### src/rtl/instr_adr_gen_if.sv
// Bundle between the IA generation stage and its neighbours: redirects in, BTB training in, IA pair out to FD.
// The master modport is the stage itself; the slave modport is the FD/EX/MA side.
interface instr_adr_gen_if #(
    parameter int WORD_LENGTH = 32
);
    logic                   fdReady;
    logic                   exRedirValid;
    logic [WORD_LENGTH-1:0] exRedirPstate0;
    logic [WORD_LENGTH-1:0] exRedirPstate1;
    logic                   maRedirValid;
    logic [WORD_LENGTH-1:0] maRedirPstate0;
    logic [WORD_LENGTH-1:0] maRedirPstate1;
    logic                   fdRedirValid;
    logic [WORD_LENGTH-1:0] fdRedirPstate1;
    logic                   btbUpdValid;
    logic [WORD_LENGTH-1:0] btbUpdPstate1;
    logic [WORD_LENGTH-1:0] btbUpdTarget;
    logic                   btbUpdTaken;
    logic                   iaFdValid;
    logic [WORD_LENGTH-1:0] iaFdPstate0;
    logic [WORD_LENGTH-1:0] iaFdPstate1;
    logic                   iaFdPredTaken;

    modport master (
        input  fdReady,
        input  exRedirValid, exRedirPstate0, exRedirPstate1,
        input  maRedirValid, maRedirPstate0, maRedirPstate1,
        input  fdRedirValid, fdRedirPstate1,
        input  btbUpdValid, btbUpdPstate1, btbUpdTarget, btbUpdTaken,
        output iaFdValid, iaFdPstate0, iaFdPstate1, iaFdPredTaken
    );

    modport slave (
        output fdReady,
        output exRedirValid, exRedirPstate0, exRedirPstate1,
        output maRedirValid, maRedirPstate0, maRedirPstate1,
        output fdRedirValid, fdRedirPstate1,
        output btbUpdValid, btbUpdPstate1, btbUpdTarget, btbUpdTaken,
        input  iaFdValid, iaFdPstate0, iaFdPstate1, iaFdPredTaken
    );
endinterface

### src/rtl/instr_adr_gen.sv
// Instruction address generation: IA register pair, next-IA priority select and a direct-mapped BTB
// with 2-bit saturating counters indexed by the current offset.
module instr_adr_gen #(
    parameter int                WORD_LENGTH   = 32,
    parameter int                BTB_ENTRIES   = 16,
    parameter int                INSTR_BYTES   = 4,
    parameter logic [WORD_LENGTH-1:0] RESET_PSTATE0 = '0,
    parameter logic [WORD_LENGTH-1:0] RESET_PSTATE1 = '0
) (
    input  logic               clk,
    input  logic               rst,
    instr_adr_gen_if.master    bus
);
    localparam int IDX_BITS = $clog2(BTB_ENTRIES);
    localparam int TAG_BITS = WORD_LENGTH - IDX_BITS - 2;

    logic [WORD_LENGTH-1:0] pstate0_reg, pstate0_next;
    logic [WORD_LENGTH-1:0] pstate1_reg, pstate1_next;
    logic                   ia_valid_reg, ia_valid_next;

    logic [BTB_ENTRIES-1:0] btb_valid_reg, btb_valid_next;
    logic [1:0]             ctr_reg  [BTB_ENTRIES];
    logic [1:0]             ctr_next [BTB_ENTRIES];
    logic [TAG_BITS-1:0]    tag_mem    [BTB_ENTRIES];
    logic [WORD_LENGTH-1:0] target_mem [BTB_ENTRIES];

    logic [IDX_BITS-1:0] lk_idx, upd_idx;
    logic [TAG_BITS-1:0] lk_tag, upd_tag;
    logic                pred_taken;

    assign lk_idx  = pstate1_reg[IDX_BITS+1:2];
    assign lk_tag  = pstate1_reg[WORD_LENGTH-1:IDX_BITS+2];
    assign upd_idx = bus.btbUpdPstate1[IDX_BITS+1:2];
    assign upd_tag = bus.btbUpdPstate1[WORD_LENGTH-1:IDX_BITS+2];

    // Lookup reads the registered entry, so a same-cycle update is only seen next cycle.
    assign pred_taken = btb_valid_reg[lk_idx] && (tag_mem[lk_idx] == lk_tag) && ctr_reg[lk_idx][1];

    always_comb begin
        pstate0_next  = pstate0_reg;
        pstate1_next  = pstate1_reg;
        ia_valid_next = 1'b1;
        if (bus.exRedirValid) begin
            pstate0_next = bus.exRedirPstate0;
            pstate1_next = bus.exRedirPstate1;
        end else if (bus.maRedirValid) begin
            pstate0_next = bus.maRedirPstate0;
            pstate1_next = bus.maRedirPstate1;
        end else if (bus.fdRedirValid) begin
            pstate1_next = bus.fdRedirPstate1;
        end else if (ia_valid_reg && bus.fdReady) begin
            // Only an IA that was actually presented can be consumed by FD.
            if (pred_taken)
                pstate1_next = target_mem[lk_idx];
            else
                pstate1_next = pstate1_reg + WORD_LENGTH'(INSTR_BYTES);
        end
    end

    generate
        for (genvar gi = 0; gi < BTB_ENTRIES; gi++) begin : g_btb_entry
            logic upd_sel;
            logic upd_hit;
            assign upd_sel = bus.btbUpdValid && (upd_idx == IDX_BITS'(gi));
            assign upd_hit = btb_valid_reg[gi] && (tag_mem[gi] == upd_tag);

            always_comb begin
                ctr_next[gi]       = ctr_reg[gi];
                btb_valid_next[gi] = btb_valid_reg[gi];
                if (upd_sel) begin
                    if (upd_hit) begin
                        if (bus.btbUpdTaken)
                            ctr_next[gi] = (ctr_reg[gi] == 2'b11) ? 2'b11 : ctr_reg[gi] + 2'b01;
                        else
                            ctr_next[gi] = (ctr_reg[gi] == 2'b00) ? 2'b00 : ctr_reg[gi] - 2'b01;
                    end else if (bus.btbUpdTaken) begin
                        ctr_next[gi]       = 2'b10;
                        btb_valid_next[gi] = 1'b1;
                    end
                end
            end
        end
    endgenerate

    always_ff @(posedge clk) begin
        if (rst) begin
            pstate0_reg   <= RESET_PSTATE0;
            pstate1_reg   <= RESET_PSTATE1;
            ia_valid_reg  <= 1'b0;
            btb_valid_reg <= '0;
            for (int i = 0; i < BTB_ENTRIES; i++) ctr_reg[i] <= 2'b00;
        end else begin
            pstate0_reg   <= pstate0_next;
            pstate1_reg   <= pstate1_next;
            ia_valid_reg  <= ia_valid_next;
            btb_valid_reg <= btb_valid_next;
            for (int i = 0; i < BTB_ENTRIES; i++) ctr_reg[i] <= ctr_next[i];
        end
    end

    // Tag and target need no reset: the valid bit gates them. A taken update on a hit rewrites the
    // same tag, so one write path serves both retarget and allocate.
    always_ff @(posedge clk) begin
        if (!rst && bus.btbUpdValid && bus.btbUpdTaken) begin
            tag_mem[upd_idx]    <= upd_tag;
            target_mem[upd_idx] <= bus.btbUpdTarget;
        end
    end

    assign bus.iaFdValid     = ia_valid_reg;
    assign bus.iaFdPstate0   = pstate0_reg;
    assign bus.iaFdPstate1   = pstate1_reg;
    assign bus.iaFdPredTaken = pred_taken;
endmodule

### src/flat_wrapper.sv
// flat-port wrapper written by rule: the top's interface ports become plain ports
module instr_adr_gen_flat 
#(
    parameter int                WORD_LENGTH   = 32,
    parameter int                BTB_ENTRIES   = 16,
    parameter int                INSTR_BYTES   = 4,
    parameter logic [WORD_LENGTH-1:0] RESET_PSTATE0 = '0,
    parameter logic [WORD_LENGTH-1:0] RESET_PSTATE1 = '0
)
  (clk, rst, bus_fdReady, bus_exRedirValid, bus_exRedirPstate0, bus_exRedirPstate1, bus_maRedirValid, bus_maRedirPstate0, bus_maRedirPstate1, bus_fdRedirValid, bus_fdRedirPstate1, bus_btbUpdValid, bus_btbUpdPstate1, bus_btbUpdTarget, bus_btbUpdTaken, bus_iaFdValid, bus_iaFdPstate0, bus_iaFdPstate1, bus_iaFdPredTaken);
  instr_adr_gen_if #(.WORD_LENGTH(WORD_LENGTH)) bus_i ();
  input  logic clk;
  input  logic rst;
  input wire logic [$bits(bus_i.fdReady)-1:0] bus_fdReady;
  input wire logic [$bits(bus_i.exRedirValid)-1:0] bus_exRedirValid;
  input wire logic [$bits(bus_i.exRedirPstate0)-1:0] bus_exRedirPstate0;
  input wire logic [$bits(bus_i.exRedirPstate1)-1:0] bus_exRedirPstate1;
  input wire logic [$bits(bus_i.maRedirValid)-1:0] bus_maRedirValid;
  input wire logic [$bits(bus_i.maRedirPstate0)-1:0] bus_maRedirPstate0;
  input wire logic [$bits(bus_i.maRedirPstate1)-1:0] bus_maRedirPstate1;
  input wire logic [$bits(bus_i.fdRedirValid)-1:0] bus_fdRedirValid;
  input wire logic [$bits(bus_i.fdRedirPstate1)-1:0] bus_fdRedirPstate1;
  input wire logic [$bits(bus_i.btbUpdValid)-1:0] bus_btbUpdValid;
  input wire logic [$bits(bus_i.btbUpdPstate1)-1:0] bus_btbUpdPstate1;
  input wire logic [$bits(bus_i.btbUpdTarget)-1:0] bus_btbUpdTarget;
  input wire logic [$bits(bus_i.btbUpdTaken)-1:0] bus_btbUpdTaken;
  output wire logic [$bits(bus_i.iaFdValid)-1:0] bus_iaFdValid;
  output wire logic [$bits(bus_i.iaFdPstate0)-1:0] bus_iaFdPstate0;
  output wire logic [$bits(bus_i.iaFdPstate1)-1:0] bus_iaFdPstate1;
  output wire logic [$bits(bus_i.iaFdPredTaken)-1:0] bus_iaFdPredTaken;
  assign bus_i.fdReady = bus_fdReady;
  assign bus_i.exRedirValid = bus_exRedirValid;
  assign bus_i.exRedirPstate0 = bus_exRedirPstate0;
  assign bus_i.exRedirPstate1 = bus_exRedirPstate1;
  assign bus_i.maRedirValid = bus_maRedirValid;
  assign bus_i.maRedirPstate0 = bus_maRedirPstate0;
  assign bus_i.maRedirPstate1 = bus_maRedirPstate1;
  assign bus_i.fdRedirValid = bus_fdRedirValid;
  assign bus_i.fdRedirPstate1 = bus_fdRedirPstate1;
  assign bus_i.btbUpdValid = bus_btbUpdValid;
  assign bus_i.btbUpdPstate1 = bus_btbUpdPstate1;
  assign bus_i.btbUpdTarget = bus_btbUpdTarget;
  assign bus_i.btbUpdTaken = bus_btbUpdTaken;
  assign bus_iaFdValid = bus_i.iaFdValid;
  assign bus_iaFdPstate0 = bus_i.iaFdPstate0;
  assign bus_iaFdPstate1 = bus_i.iaFdPstate1;
  assign bus_iaFdPredTaken = bus_i.iaFdPredTaken;
  instr_adr_gen #(.WORD_LENGTH(WORD_LENGTH), .BTB_ENTRIES(BTB_ENTRIES), .INSTR_BYTES(INSTR_BYTES), .RESET_PSTATE0(RESET_PSTATE0), .RESET_PSTATE1(RESET_PSTATE1)) u_core (.clk(clk), .rst(rst), .bus(bus_i));
endmodule
### config.mk
export PLATFORM = sky130hd
export DESIGN_NAME = instr_adr_gen_flat
export DESIGN_NICKNAME = d
export VERILOG_FILES = /design/src/rtl/instr_adr_gen_if.sv /design/src/rtl/instr_adr_gen.sv /design/src/flat_wrapper.sv
export SDC_FILE = /design/constraint.sdc
export NUM_CORES = 1
export LEC_CHECK = 0
export ABC_CLOCK_PERIOD_IN_PS = 4700
export BUFFER_PORTS_ARGS = -buffer_cell sky130_fd_sc_hd__buf_2
export CORE_MARGIN = 2
export CORE_UTILIZATION = 45
export DETAILED_ROUTE_END_ITERATION = 12
export PLACE_DENSITY = 0.66
export SYNTH_ARGS = -nofsm -noshare
export SYNTH_HDL_FRONTEND = slang
export SYNTH_SLANG_ARGS = --single-unit
### constraint.sdc
create_clock -name clk -period 4.7 [get_ports clk]
set_input_delay 0.235 -clock clk [delete_from_list [all_inputs] [get_ports clk]]
set_output_delay 0.235 -clock clk [all_outputs]
set_load 0.02 [all_outputs]
==> results by group, run 1 <==
Pwr
  – Clk pwr share: 40.7%
  – Comb pwr share: 10.5%
  – Int Power: 16.05 mW
  – Sequential Power Share: 48.8%
  – Switch Pwr: 5.212 mW
  – Peak supply drop: 0.3003 mV
  – Leakage power: 18.05 nW
  – Power Total: 21.26 mW
  – Power per standard cell area: 379.3 nW/um2
  – Switch share: 24.52%

Critical path
  – Critical path endpoint category: register
  – Critical path peak fanout: 18
  – Crit-path cells: buf_4 -> mux4_2 -> a22o_1 -> a221oi_2 -> xor2_1 -> nand2_1 -> or4_1 -> or2_4 -> o211ai_1 -> a31oi_1 -> dlygate4sd3_1
  – Family with the most delay on the worst path: simple AND/OR/NAND/NOR gates
  – Critical Path Start Type: register
  – Critical path arrival: 5.19 ns
  – Slowest-stage cell, CP: dfxtp_4
  – CP max stage delay: 0.64 ns
  – Crit Path Class: register to register
  – Req. time, crit path: 5.31 ns
  – WP buf/inv: 2

Final layout
  – Finished Cell Area: 56050 um2
  – Number of fill cells in the layout: 8259
  – Share of cells above drive strength 1: 24.85%
  – Fin nets: 3699
  – Area growth syn-to-layout: 18.67%
  – Most flops, register: u_core.target_mem
  – Max reg flops: 512
  – Largest registers: u_core.target_mem: 512 flops, u_core.tag_mem: 416 flops

Detailed routing
  – Avg WL per Cell: 31.86 um
  – DRT antenna net count: 0
  – Via density: 6.226
  – Total wire length: 157500 um
  – Pre-antenna DRT Iters: 9
  – Vias: 30790
  – Number of DRC markers in iteration 0: 4685
  – Number of remaining DRC errors: 0

STA
  – Tmin final: 4.576 ns
  – Final TNS setup: 0 ns
  – Setup Viol. Count Final: 0
  – RSZ-0062 raised after global routing: no
  – Final Cycle Share: 97.35%
  – Pins Over Slew Limit: 0
  – Fmax: 218.6 MHz
  – Relative slew margins: 22.33%
  – Final hold violations: 0
  – Clk_skew: 0.06224 ns
  – Worst-Margin Slew: 1.154 ns

Global routing
  – First-pass GRT wire length: 219800 um
  – Initial antenna violation count: 12
  – Number of global-route vias before repair: 29520
  – Gr ovfl total: 0
  – Largest net degree at the start of global routing: 116
  – Total Routing Usage GR: 28.91%

Clock network
  – Reg clk slew, reported paths: 0.06 ns
  – CTS Buffer Depth: 3
  – Root buffer selected by CTS: clkbuf_16
  – TritonCTS Sinks: 1045
  – TritonCTS clock tree: done
  – CTS H-Tree Depth: 3
  – Clock Latency Late Sink: 0.74 ns
  – CTS Buf Count: 108

Run
  – Max Cap Viol: 0

Placement
  – Placer Congestion: 1.005
  – Placed Instance Area: 50730 um2
  – Post-DP HPWL: 105900 um
  – PortBufs: 295

Synthesis
  – Syn_nets: 3204
  – Synth Flop Type: edfxtp_1
  – Most frequent cell after synthesis: edfxtp_1
  – Cell taking the most area after synthesis: edfxtp_1
  – Synth area leaders: edfxtp_1 (59%), mux4_2 (12%), xnor2_1 (7.0%)
  – Yosys top cell area share: 59.00%
  – Post-synth ARST share: 0%
  – Seq/Total Area, Yosys: 63.96%
  – Count of cell types in the netlist: 69
  – Synth Register Bits: 1045
  – Number of synthesized flops with an enable pin: 928
  – Synth Area per Inst: 15.90 um2
  – Commonest cells in the netlist: edfxtp_1 (928), xnor2_1 (379), mux4_2 (256), nor2_1 (170), clkbuf_1 (123)
  – Yosys warnings: 0
  – Netlist Area Pre-Place: 47230 um2
  – Cells after synthesis: 2971

Floorplanning
  – Row cnt: 118
  – Die height: 328.0 um
  – Total core area: 103800 um2
  – # IOs: 298
  – Starting Density: 45.51%
  – Die area: 107600 um2
  – DIE WIDTH: 328.0 um

Hold path
  – Worst min path class: primary input to register

Run status
  – Status: finished, final reports clean
-- cell families after synthesis --
group / Yosys count / share of synthesized area [%]
mux: 369 / 14.66
fa+ha+maj: 1 / 0.02649
compound gates: 343 / 4.943
buf+inv: 232 / 2.275
simple gates: 517 / 5.534
xor+xnor: 464 / 8.604
flops: 1045 / 63.96
-- cell usage in the layout, fill, tap and decap left out, types with 23 or more instances in the layout --
cell           instances
o21ai_0               34
clkbuf_16            110
xnor2_1              379
mux4_2               256
buf_2                293
o21ai_1               27
dfxtp_1              113
inv_1                 33
edfxtp_1             928
nand4_1              110
xor2_1                85
nor2_1               153
dlygate4sd3_1        170
nor4_1                40
a21oi_1               95
nand3_1               29
mux2i_1               93
a222oi_1              23
clkbuf_1              31
buf_4                 98
nand2_1               70
o22ai_1               28
-- per-stage QoR --
| step | instances | setup WS, ns | utilization (%) | hold slack, ns |
|---|---|---|---|---|
| floorplan | 2971 | 0.9191 | - | 0.3339 |
| global placement | 4565 | 0.5254 | 48.88 | 0.4532 |
| detailed placement | 4565 | 0.4638 | 48.88 | 0.4539 |
| CTS | 4937 | 0.02479 | 53.97 | 0.003024 |
| global route | 4942 | 0.003564 | 54.00 | 0.03433 |
| finish | 4945 | 0.1244 | 54.01 | 0.02877 |
-- power by group through the flow --
| stage | Combinational, mW | Clock [mW] | Sequential, mW |
|---|---|---|---|
| 2_1_floorplan | 1.23 | 0 | 10.5 |
| 3_3_place_gp | 2.03 | 0 | 10.6 |
| 3_5_place_dp | 2.04 | 0 | 10.6 |
| 4_1_cts | 2.19 | 8.72 | 10.4 |
| 5_1_grt | 2.34 | 9.09 | 10.4 |
| 6_report | 2.24 | 8.65 | 10.4 |
-- layout make-up --
class	instances	area (um2)	area share, %
Sequential cell	1045	30220	53.92
Multi-Input combinational cell	1694	16080	28.69
Timing Repair Buffer	580	4284	7.643
Clock buffer	148	2965	5.290
Tap cell	1380	1727	3.080
Clock inverter	54	614.3	1.096
Inverter	37	140.1	0.2500
Antenna cell	7	17.52	0.03125
-- final timing paths --
path | slack, ns | start | to | cells after the start
setup / recovery | 0.12 | register | u_core.bus.iaFdPstate1[24] | 11
hold / removal | 0.03 | bus_btbUpdPstate1[22] | u_core.tag_mem[6][16] | 1
setup reg to reg | 0.12 | register | u_core.bus.iaFdPstate1[24] | 11
hold reg to reg | 0.48 | u_core.btb_valid_reg[1] | u_core.btb_valid_reg[1] | 1
-- timing repair --
action,CTS,global route
buffers inserted,0,1
hold buffers,170,0
gates resized for setup,0,1
setup endpoints to repair,0,9
endpoints found under the hold margin,598,0
-- per-layer routing --
metal / track usage [%] / vias up / wire, um
li1: - / 12696 / -
met1: 41.69 / 15805 / 62430
met2: 44.01 / 2011 / 71440
met3: 5.870 / 270 / 18140
met4: 9.663 / 8 / 5469
met5: 0 / - / 48
(Power assumes the default switching activity.)
==> run 2: changes to the inputs <==
Settings changed: CTS_BUF_LIST from default to sky130_fd_sc_hd__clkbuf_8 sky130_fd_sc_hd__clkbuf_16.
==> run 2 against run 1 <==
  * Utilization unchanged
  * Count of clock-buffer cells in the layout shrank 31
  * Cell count unchanged
  * Worst hold slack lost 0.0024 ns
  * Largest power group unchanged
==> results by group, run 2 (same netlist as run 1, synthesis figures left out) <==
Run status
  – Status: finished, final reports clean

Detailed routing
  – Wl on met1: 62340 um (-0.14%)
  – Uppermost layer routed: met5
  – Total wire length: 157400 um (about the same)
  – Wire length on met2: 71530 um (+0.13%)
  – Vias: 30725 (-0.21%)
  – DRT antenna net count: 0 (unchanged)
  – Number of remaining DRC errors: 0 (unchanged)
  – Via density: 6.213 (-0.21%)
  – Pre-antenna DRT Iters: 10 (+1)
  – Avg WL per Cell: 31.84 um (about the same)
  – Met3 wire len: 18150 um (about the same)
  – Number of DRC markers in iteration 0: 4708 (+0.49%)

Final layout
  – Finished Cell Area: 56050 um2 (unchanged)
  – Register area: 30220 um2 (unchanged)
  – Most flops, register: u_core.target_mem
  – Fin nets: 3699 (unchanged)
  – Area growth syn-to-layout: 18.67% (unchanged)
  – Share of cells above drive strength 1: 24.85% (unchanged)
  – Commonest cells after routing, fill and taps aside: edfxtp_1 (928), xnor2_1 (379), buf_2 (293), mux4_2 (256), dlygate4sd3_1 (170)
  – Footprint of the multi-input gates: 16080 um2 (unchanged)
  – Number of fill cells in the layout: 8259 (unchanged)
  – Max reg flops: 512 (unchanged)
  – Largest registers: u_core.target_mem: 512 flops, u_core.tag_mem: 416 flops
  – Most common cell after layout, fill and taps aside: edfxtp_1

Floorplanning
  – DIE WIDTH: 328.0 um (unchanged)
  – Total core area: 103800 um2 (unchanged)
  – Row cnt: 118 (unchanged)
  – # IOs: 298 (unchanged)
  – Starting Density: 45.51% (unchanged)
  – Die area: 107600 um2 (unchanged)
  – Die height: 328.0 um (unchanged)

Critical path
  – Critical path arrival: 5.14 ns (-0.05 ns)
  – WP buf/inv: 2 (unchanged)
  – Crit-path cells: buf_4 -> mux4_2 -> a22o_1 -> a221oi_2 -> xor2_1 -> nand2_1 -> or4_1 -> or2_4 -> o211ai_1 -> a31oi_1 -> dlygate4sd3_1
  – Crit Path Class: register to register
  – Slowest-stage cell, CP: dfxtp_4
  – Critical path peak fanout: 18 (unchanged)
  – Critical Path Start Type: register
  – Req. time, crit path: 5.31 ns (about the same)
  – Family with the most delay on the worst path: simple AND/OR/NAND/NOR gates
  – Critical path endpoint category: register
  – CP max stage delay: 0.64 ns (about the same)

Placement
  – Placed Instance Area: 50730 um2 (unchanged)
  – Placer Congestion: 1.005 (unchanged)
  – PortBufs: 295 (unchanged)
  – Post-DP HPWL: 105900 um (unchanged)

Clock network
  – CTS Buf Count: 108 (unchanged)
  – TritonCTS Sinks: 1045 (unchanged)
  – TritonCTS clock tree: done
  – Clock Latency Late Sink: 0.74 ns (about the same)
  – Root buffer selected by CTS: clkbuf_16
  – CTS Buffer Depth: 3 (unchanged)
  – Reg clk slew, reported paths: 0.06 ns (about the same)
  – CTS H-Tree Depth: 3 (unchanged)

Global routing
  – Total Routing Usage GR: 28.91% (unchanged)
  – Initial antenna violation count: 12 (unchanged)
  – Gr ovfl total: 0 (unchanged)
  – First-pass GRT wire length: 219800 um (unchanged)
  – Largest net degree at the start of global routing: 116 (unchanged)
  – Number of global-route vias before repair: 29520 (unchanged)

Pwr
  – Leakage power: 18.18 nW (+0.71%)
  – Power per standard cell area: 378.0 nW/um2 (-0.32%)
  – Peak supply drop: 0.3005 mV (about the same)

STA
  – Final Cycle Share: 96.42% (-0.94 points)
  – Final TNS setup: 0 ns (unchanged)
  – Worst-Margin Slew: 1.167 ns (+0.01285 ns)
  – Fmax: 220.7 MHz (+0.97%)
  – Relative slew margins: 21.47% (-0.86 points)
  – Tmin final: 4.532 ns (-0.04396 ns)
  – Final hold violations: 0 (unchanged)
  – Pins Over Slew Limit: 0 (unchanged)
  – Clk_skew: 0.06426 ns (+0.002026 ns)
  – RSZ-0062 raised after global routing: no
  – Setup Viol. Count Final: 0 (unchanged)

Hold path
  – Worst min path class: primary input to register

Run
  – Max Cap Viol: 0 (unchanged)
[run 2: cell count changes in the layout (fill, tap and decap cells not counted)]
cell,previous run,this run
clkbuf_1,31,0
inv_1,33,64
[run 2: worst paths after layout]
check	endpoint	slack, ns	cells past startpoint	from
max	u_core.bus.iaFdPstate1[24]	0.17	11	register
min	u_core.tag_mem[6][16]	0.03	1	bus_btbUpdPstate1[22]
max reg2reg	u_core.bus.iaFdPstate1[24]	0.17	11	register
min reg2reg	u_core.btb_valid_reg[1]	0.49	1	u_core.btb_valid_reg[1]
[run 2: routing by layer]
metal	up-vias	GRT usage (%)
met5	-	0
met4	8	9.663
met3	261	5.870
met2	1966	44.01
met1	15809	41.69
li1	12681	-
[run 2: final cells by class]
type                       instances  area share, %
sequential                      1045          53.92
multi-input combinational       1694          28.69
timing repair buffer             580          7.643
clock buffer                     117          5.083
tap                             1380          3.080
clock inverter                    85          1.304
inverter                          37         0.2500
antenna                            7        0.03125
[run 2: power by group]
part	total [mW]	switching (mW)	internal, mW
sequential	10.4	0.169	10.2
clock	8.58	3.76	4.82
combinational	2.24	1.28	0.951
[run 2: per-stage QoR]
step	cells	total power [mW]	hold slack, ns	setup WS (ns)	util, %
floorplan	2971	11.74	0.3339	0.9191	-
global placement	4565	12.60	0.4532	0.5254	48.88
detailed placement	4565	12.61	0.4539	0.4638	48.88
CTS	4937	21.22	0.003024	0.02479	53.97
global route	4942	21.74	0.03433	0.003564	54.00
finish	4945	21.19	0.02634	0.1684	54.01
[run 2: what timing repair did]
item                       4_1_cts  5_1_grt
hold buffers                   170        0
setup endpoints to repair        0        9
resized for setup                0        1
setup buffers                    0        1
hold endpoints to repair       598        0
